File: config.mk
export PLATFORM = sky130hd
export DESIGN_NAME = mem_access
export DESIGN_NICKNAME = d
export VERILOG_FILES = /design/src/rtl/mem_defs_pkg.sv /design/src/rtl/mem_access_load_align.sv /design/src/rtl/mem_access.sv
export SDC_FILE = /design/constraint.sdc
export NUM_CORES = 1
export LEC_CHECK = 0
export CAP_MARGIN = 5
export CORE_MARGIN = 1.5
export CORE_UTILIZATION = 36
export CTS_BUF_LIST = sky130_fd_sc_hd__clkbuf_8
export CTS_CLUSTER_SIZE = 10
export DETAILED_ROUTE_END_ITERATION = 7
export PLACE_DENSITY = 0.95
export RECOVER_POWER = 100
export SYNTH_ARGS = -nofsm -noshare
export SYNTH_HDL_FRONTEND = slang
export SYNTH_SLANG_ARGS = --single-unit
File: constraint.sdc
create_clock -name clk -period 4.7 [get_ports clk]
set_input_delay 1.175 -clock clk [delete_from_list [all_inputs] [get_ports clk]]
set_output_delay 1.175 -clock clk [all_outputs]
set_load 0.005 [all_outputs]
File: src/rtl/mem_defs_pkg.sv
// Shared definitions for the MEM stage: op codes, FSM states, op helpers.
// Optional MEM_ALIGN_CHECK_EN enables misaligned-access trapping in mem_access.
package mem_defs_pkg;

  localparam logic [3:0] MEM_OP_NONE = 4'd0;
  localparam logic [3:0] MEM_OP_LB   = 4'd1;
  localparam logic [3:0] MEM_OP_LBU  = 4'd2;
  localparam logic [3:0] MEM_OP_LH   = 4'd3;
  localparam logic [3:0] MEM_OP_LHU  = 4'd4;
  localparam logic [3:0] MEM_OP_LW   = 4'd5;
  localparam logic [3:0] MEM_OP_SB   = 4'd6;
  localparam logic [3:0] MEM_OP_SH   = 4'd7;
  localparam logic [3:0] MEM_OP_SW   = 4'd8;

  localparam int CNT_W = 8;

  typedef enum logic {
    ST_IDLE = 1'b0,
    ST_WAIT = 1'b1
  } mem_state_e;

  function automatic logic is_load(input logic [3:0] op);
    return (op >= MEM_OP_LB) && (op <= MEM_OP_LW);
  endfunction

  function automatic logic is_store(input logic [3:0] op);
    return (op >= MEM_OP_SB) && (op <= MEM_OP_SW);
  endfunction

endpackage

File: src/rtl/mem_access_load_align.sv
// Load lane select and sign/zero extension of returned read data.
// Purely combinational; offsets below the access size are ignored.
module mem_load_align
  import mem_defs_pkg::*;
(
  input  logic [3:0]  op_i,
  input  logic [1:0]  off_i,
  input  logic [31:0] rdata_i,
  output logic [31:0] data_o
);

  logic [7:0]  b;
  logic [15:0] h;

  always_comb begin
    b      = rdata_i[8*off_i +: 8];
    h      = off_i[1] ? rdata_i[31:16] : rdata_i[15:0];
    data_o = rdata_i;
    case (op_i)
      MEM_OP_LB:  data_o = {{24{b[7]}}, b};
      MEM_OP_LBU: data_o = {24'd0, b};
      MEM_OP_LH:  data_o = {{16{h[15]}}, h};
      MEM_OP_LHU: data_o = {16'd0, h};
      default:    data_o = rdata_i;
    endcase
  end

endmodule

File: src/rtl/mem_access.sv
// MEM pipeline stage: load/store over a req/ready bus with stall and timeout.
// Define MEM_ALIGN_CHECK_EN to trap misaligned half/word accesses.
module mem_access
  import mem_defs_pkg::*;
#(
  parameter int TIMEOUT_CYCLES = 16
) (
  input  logic        clk,
  input  logic        rst,
  input  logic        ex_write_reg_en_i,
  input  logic [4:0]  ex_write_reg_addr_i,
  input  logic [31:0] ex_alu_result_i,
  input  logic [3:0]  ex_mem_op_i,
  input  logic [31:0] ex_store_data_i,
  output logic        dmem_req_o,
  output logic        dmem_we_o,
  output logic [31:0] dmem_addr_o,
  output logic [3:0]  dmem_be_o,
  output logic [31:0] dmem_wdata_o,
  input  logic [31:0] dmem_rdata_i,
  input  logic        dmem_ready_i,
  output logic        stall_o,
  output logic        mem_write_reg_en_o,
  output logic [4:0]  mem_write_reg_addr_o,
  output logic [31:0] mem_write_reg_data_o,
  output logic        bus_err_o,
  output logic        align_err_o
);

  mem_state_e       state_q;
  logic [CNT_W-1:0] cnt_q;

  logic [1:0]  off;
  logic        ld, st, align_bad, access;
  logic        wait_st, expire, req, done;
  logic [3:0]  be;
  logic [31:0] wdata, ld_data;

  assign off = ex_alu_result_i[1:0];
  assign ld  = is_load(ex_mem_op_i);
  assign st  = is_store(ex_mem_op_i);

`ifdef MEM_ALIGN_CHECK_EN
  always_comb begin
    align_bad = 1'b0;
    case (ex_mem_op_i)
      MEM_OP_LH, MEM_OP_LHU, MEM_OP_SH: align_bad = off[0];
      MEM_OP_LW, MEM_OP_SW:             align_bad = |off;
      default:                          align_bad = 1'b0;
    endcase
  end
  assign align_err_o = rst & align_bad;
`else
  assign align_bad   = 1'b0;
  assign align_err_o = 1'b0;
`endif

  assign access  = (ld | st) & ~align_bad;
  assign wait_st = (state_q == ST_WAIT);
  assign expire  = wait_st & ~dmem_ready_i &
                   (cnt_q == CNT_W'(TIMEOUT_CYCLES - 1));
  assign req     = rst & (access | wait_st);
  assign done    = req & dmem_ready_i;

  always_comb begin
    be    = 4'b1111;
    wdata = ex_store_data_i;
    case (ex_mem_op_i)
      MEM_OP_SB: begin
        be    = 4'b0001 << off;
        wdata = {4{ex_store_data_i[7:0]}};
      end
      MEM_OP_SH: begin
        be    = off[1] ? 4'b1100 : 4'b0011;
        wdata = {2{ex_store_data_i[15:0]}};
      end
      default: begin
        be    = 4'b1111;
        wdata = ex_store_data_i;
      end
    endcase
  end

  mem_load_align u_align (
    .op_i    (ex_mem_op_i),
    .off_i   (off),
    .rdata_i (dmem_rdata_i),
    .data_o  (ld_data)
  );

  assign dmem_req_o   = req;
  assign dmem_we_o    = req & st;
  assign dmem_addr_o  = req ? {ex_alu_result_i[31:2], 2'b00} : 32'd0;
  assign dmem_be_o    = req ? be : 4'd0;
  assign dmem_wdata_o = req ? wdata : 32'd0;
  assign stall_o      = req & ~dmem_ready_i & ~expire;
  assign bus_err_o    = rst & expire;

  // Loads write back only on completion; aborts and stalls insert bubbles.
  assign mem_write_reg_en_o = rst & ex_write_reg_en_i & ~st &
                              ~align_bad & (~ld | done);
  assign mem_write_reg_addr_o = rst ? ex_write_reg_addr_i : 5'd0;
  assign mem_write_reg_data_o = !rst ? 32'd0 :
                                ld ? ld_data : ex_alu_result_i;

  // The idle cycle that issues the request counts as the first wait cycle.
  always_ff @(posedge clk or negedge rst) begin
    if (!rst) begin
      state_q <= ST_IDLE;
      cnt_q   <= '0;
    end else begin
      case (state_q)
        ST_IDLE: begin
          if (access && !dmem_ready_i) begin
            state_q <= ST_WAIT;
            cnt_q   <= CNT_W'(1);
          end else begin
            cnt_q <= '0;
          end
        end
        ST_WAIT: begin
          if (dmem_ready_i || expire) begin
            state_q <= ST_IDLE;
            cnt_q   <= '0;
          end else begin
            cnt_q <= cnt_q + CNT_W'(1);
          end
        end
        default: begin
          state_q <= ST_IDLE;
          cnt_q   <= '0;
        end
      endcase
    end
  end

endmodule

## Yosys cells after proc, flatten, opt, wreduce, memory -nomap -nowiden

Cells that the tools add are included.

- Input bits: 109
- Output and inout bits: 111
- Flip-flop bits (word level): 9
- Logic and storage cells: 57

- $lt $le $gt $ge: 4
- Bitwise gates (word level): 19
- Equal/unequal tests: 7
- Multiplexer cells: 17
- Add/subtract/negate cells: 1
- Shift operators: 2
- Reductions and logical operators: 5

Operator list:

| cell | number |
|---|---|
| $mux W32 | 4 |
| $pmux W32 S4 | 1 |
| $pmux W32 S2 | 1 |
| $shiftx A32 B6 Y8 | 1 |
| $mux W16 | 1 |
| $pmux W8 S2 | 1 |
| $eq A4 B3 Y1 const B | 3 |
| $and A1 B1 Y1 | 11 |
| $add A8 B1 Y8 const B | 1 |
| $eq A4 B2 Y1 const B | 2 |
| $eq A8 B4 Y1 const B | 1 |
| $mux W4 | 2 |
| $mux W8 | 1 |
| $pmux W4 S2 | 1 |
| $mux W5 | 1 |
| $not A1 Y1 | 5 |
| $eq A4 B1 Y1 const B | 1 |
| $ge A4 B1 Y1 const B | 1 |
| $ge A4 B3 Y1 const B | 1 |
| $le A4 B3 Y1 const B | 1 |
| $le A4 B4 Y1 const B | 1 |
| $shl A1 B2 Y4 const A | 1 |
| $logic_and A1 B1 Y1 | 3 |
| $mux W1 | 3 |
| other kinds (4) | 6 |

## Depth between registers and ports, before layout

Gate-level depths: netlist of run 1.

- Word-level depth: 8
- Depth in mapped cells: 8
- Gate-level depth less buffers: 5

## By module

Synthesis of run 1 repeated with hierarchy kept, for this count alone.

- Cell total of the unflattened synthesis: 416
- Area total of the unflattened synthesis: 2941.6 um^2

By module, submodules not included:

| module | instances | area each (um^2) | cells each |
|---|---|---|---|
| mem_access | 1 | 2033.2 | 311 |
| mem_load_align | 1 | 908.4 | 105 |

## Worst setup path before layout of run 1

OpenSTA, ideal clock, no wires.

- Path type: input to output
- Start: in ex_alu_result_i[0]
- End: out mem_write_reg_data_o[3]
- Stages on the path: 5
- Setup slack: 995 ps
- Data arrival time: 2530 ps
- Path through: buf_2 -> clkbuf_1 -> mux4_2 -> a21oi_1 -> a31oi_1

- Longest elaborated chain between the ends: 4

RTL lines:

| element | line | RTL |
|---|---|---|
| start, declared | mem_access.sv:12 | `input logic [31:0] ex_alu_result_i,` |
| $shiftx A32 B6 Y8 | mem_access_load_align.sv:16 | `b = rdata_i[8*off_i +: 8];` |
| $pmux W32 S4 | mem_access_load_align.sv:19 | `case (op_i)` |
| $mux W32 | mem_access.sv:104 | `ld ? ld_data : ex_alu_result_i;` |
| $mux W32 | mem_access.sv:103 | `assign mem_write_reg_data_o = !rst ? 32'd0 :` |
| end, declared | mem_access.sv:25 | `output logic [31:0] mem_write_reg_data_o,` |

No other way between the ends.

## Final worst setup path of run 1

- Start: in ex_alu_result_i[0]
- End: out mem_write_reg_data_o[31]

The elaborated chain is that of the path after synthesis.

==> flow_summary.json, run 1 <==
{
  "yosysWarningCount": 0,
  "crit_path_start_kind": "input pin",
  "insertion_delay_ns": 0.24,
  "placed_area_sq_um": 4890,
  "multi_input_area_sq_um": 2150,
  "finClkSkew_ns": 0.00700,
  "crit_fanout": 8,
  "num_io_pins": 220,
  "worst_ep_required_time_ns": 3.52,
  "path_cells": "clkdlybuf4s50_1 -> mux2i_1 -> a22oi_2 -> o211ai_2 -> o31ai_1 -> dlygate4sd3_1",
  "crit_type": "in -> out",
  "synth_edf_count": 0,
  "drv_slew": 0,
  "vias": 3964,
  "grt_setup_unrepaired": "false",
  "post_drt_via_cell_ratio": 5.74,
  "critPathBufInv": 2,
  "antenna_found_initial": 0,
  "grt_pass1_vias": 3731,
  "dieArea_sq_um": 7550,
  "fmax_mhz": 218,
  "ir_worst_vdd_v": 0.000134,
  "dieHeight_microns": 86.9,
  "cts_tree": "built",
  "cap_violations": 0,
  "numCtsBuffers": 3,
  "syn_inst": 385,
  "die_x_microns": 86.9,
  "ant_nets": 0,
  "grt_pass1_wl_mm": 18.9,
  "yosysUniqueCellTypes": 52,
  "synth_area_per_cell_sq_um": 6.58,
  "cts.clk_slew.worst_paths_ns": 0.04,
  "yosys_most_used_dff": "dfrtp_1",
  "status": "complete, no violations",
  "min_period_over_period_pct": 97.8,
  "final_util_pct": 73.2,
  "routed_wl_mm": 12.8,
  "cellLeakagePower_nw": 1.97,
  "synthArstFlopShare_pct": 100,
  "layout.area.seq_sq_um": 225,
  "cts_root_buf": "clkbuf_8",
  "portBuffers": 216,
  "ys_seq_elements": 9,
  "setup_viol": 0,
  "diodes": 0,
  "cp_num_cells": 6,
  "critPathArrivalTime_ns": 3.42,
  "core_sq_um": 6790,
  "min_period_ns": 4.60,
  "gp_congestion": 0.909,
  "htree_levels": 1,
  "syn2layout_area_growth_pct": 96.2,
  "rr_worst_depth": 5,
  "fill_cells": 524,
  "drcViolationCount": 0,
  "dr.pass1.iters": 6,
  "drt_iter0_drc": 437,
  "ys_seq_area_share_pct": 8.89,
  "slowest_delay_ns": 0.66,
  "power.density_nw_per_um2": 131,
  "detail_route.wl_per_cell_microns": 18.6,
  "hold_violations": 0,
  "row_count": 30,
  "worst_path_max_delay_cell": "clkdlybuf4s50_1",
  "worstHoldPathType": "reg -> reg",
  "cts_hold_buf": 0,
  "nNetsFinal": 706,
  "path_delay_family": "buffers and inverters",
  "relSlewSlack_pct": 63.0,
  "tightest_slew_ns": 0.554,
  "start_util_pct": 37.3,
  "fin_area_sq_um": 4970,
  "whs_path_depth": 1,
  "cts_buffer_depth": 2,
  "layout-drive-gt1-share_pct": 10.4,
  "grt_use_total_pct": 31.4,
  "overflow": 0,
  "dpl.hpwl_mm": 10.1,
  "cp-end-kind": "primary output",
  "netlist_area_sq_um": 2530,
  "grt_max_degree": 30,
  "clock_sinks": 9
}
## state kept, by name (all words and copies together), names as in the netlist
signal and cells:
state_q 1, cnt_q 8
## cell families (layout without fill, tap and decap cells)
| group | after synthesis | after routing | share of synthesized area [%] |
|---|---|---|---|
| simple gates | 176 | 176 | 36.4 |
| flops | 9 | 9 | 8.89 |
| buf+inv | 49 | 256 | 8.54 |
| mux | 26 | 26 | 14.6 |
| other cells | 1 | 3 | 0.148 |
| xor+xnor | 8 | 8 | 2.77 |
| compound gates | 115 | 116 | 28.1 |
| fa+ha+maj | 1 | 1 | 0.494 |
## layer usage
metal / global-route usage, % / wire, microns / up-vias
met2: 54.0 / 6300 / 280
met1: 39.0 / 4930 / 1835
met4: 12.5 / 489 / 0
met3: 5.12 / 1110 / 47
met5: 0 / 0 / -
li1: - / - / 1802
## cell usage after synthesis, types with 2 or more instances
master	instances	share of area [%]
a211oi_1	18	5.3
a21oi_1	27	5.3
a31oi_1	7	1.7
and2_1	45	11
and3b_1	2	0.69
buf_1	2	0.30
buf_2	11	2.2
buf_4	5	1.5
clkbuf_1	26	3.9
dfrtp_1	9	8.9
inv_1	4	0.59
mux2_2	7	3.1
mux2i_1	11	4.3
mux4_2	8	7.1
nand2_1	39	5.8
nand3_1	25	4.9
nand3b_1	2	0.59
nor2_1	37	5.5
nor3_1	8	1.6
nor3_2	2	0.79
nor3b_1	2	0.59
o21a_1	2	0.59
o21ai_0	34	6.7
o21bai_1	2	0.59
o31ai_1	16	4.7
or3b_2	2	0.69
xnor2_1	3	1.0
xor2_1	5	1.7
## worst reg2reg max path: cells and delay by family (launching register included)
kind / cells / cell delay, ns
flops: 1 / 0.39
fa+ha+maj: 1 / 0.24
simple gates: 3 / 0.83
compound gates: 1 / 0.19
## stage by stage
stage / cells / setup WS, ns / power, mW / TNS (ns) / hold WS, ns
after floorplan: 387 / 0.995 / 0.264 / 0 / 0.460
after global placement: 685 / 0.00988 / 0.552 / 0 / 0.480
after detailed placement: 685 / -0.0969 / 0.563 / -0.664 / 0.495
after CTS: 689 / -0.0118 / 0.656 / -0.0118 / 0.514
after global routing: 691 / 0.0149 / 0.681 / 0 / 0.564
final: 691 / 0.104 / 0.649 / 0 / 0.510
## path summary, 6_finish.rpt
path                               startpoint                        to  slack [ns]
setup / recovery           ex_alu_result_i[0]  mem_write_reg_data_o[31]        0.10
hold / removal                       cnt_q[0]                  cnt_q[0]        0.51
setup reg to reg                     cnt_q[0]                  cnt_q[0]        2.98
hold reg to reg                      cnt_q[0]                  cnt_q[0]        0.51
max in group asynchronous                 rst                  cnt_q[1]        2.77
min in group asynchronous                 rst                   state_q        1.26
## repair_timing
action,CTS,global route
setup endpoints to repair,25,22
cloned,0,1
pin swaps,0,2
resized for setup,6,4
buffers inserted,0,1
## cell usage in the layout (no fill, tap or decap), types with 9 or more instances in the layout
| cell | count |
|---|---|
| clkdlybuf4s50_1 | 163 |
| dlygate4sd3_1 | 48 |
| nand2_1 | 39 |
| nor2_1 | 37 |
| o21ai_0 | 34 |
| a21oi_1 | 27 |
| buf_4 | 26 |
| nand3_1 | 25 |
| and2_1 | 25 |
| and2_0 | 20 |
| a211oi_1 | 17 |
| o31ai_1 | 16 |
| mux2i_1 | 11 |
| dfrtp_1 | 9 |
## power by group
group,switching (mW),total (mW),leakage [nW],internal [mW]
Clock,0.0322,0.0892,0.0269,0.0570
Combinational,0.205,0.476,1.82,0.271
Sequential,0.00344,0.0841,0.123,0.0807
## area by class of cell
class / count / share of cell area, %
clock buffers: 3 / 0.831
clock inverters: 1 / 0.0755
inverters: 5 / 0.378
multi-input cells: 330 / 43.2
flip-flops and latches: 9 / 4.53
well taps: 96 / 2.42
repair buffers: 247 / 48.6
Note: power is estimated with default switching activity, not from simulation.
==> inputs of run 2 (changes only) <==
SKIP_LAST_GASP = 1   (was default)
==> results of run 2 <==
Final layout, timing and power as in run 1 (identical DEF).
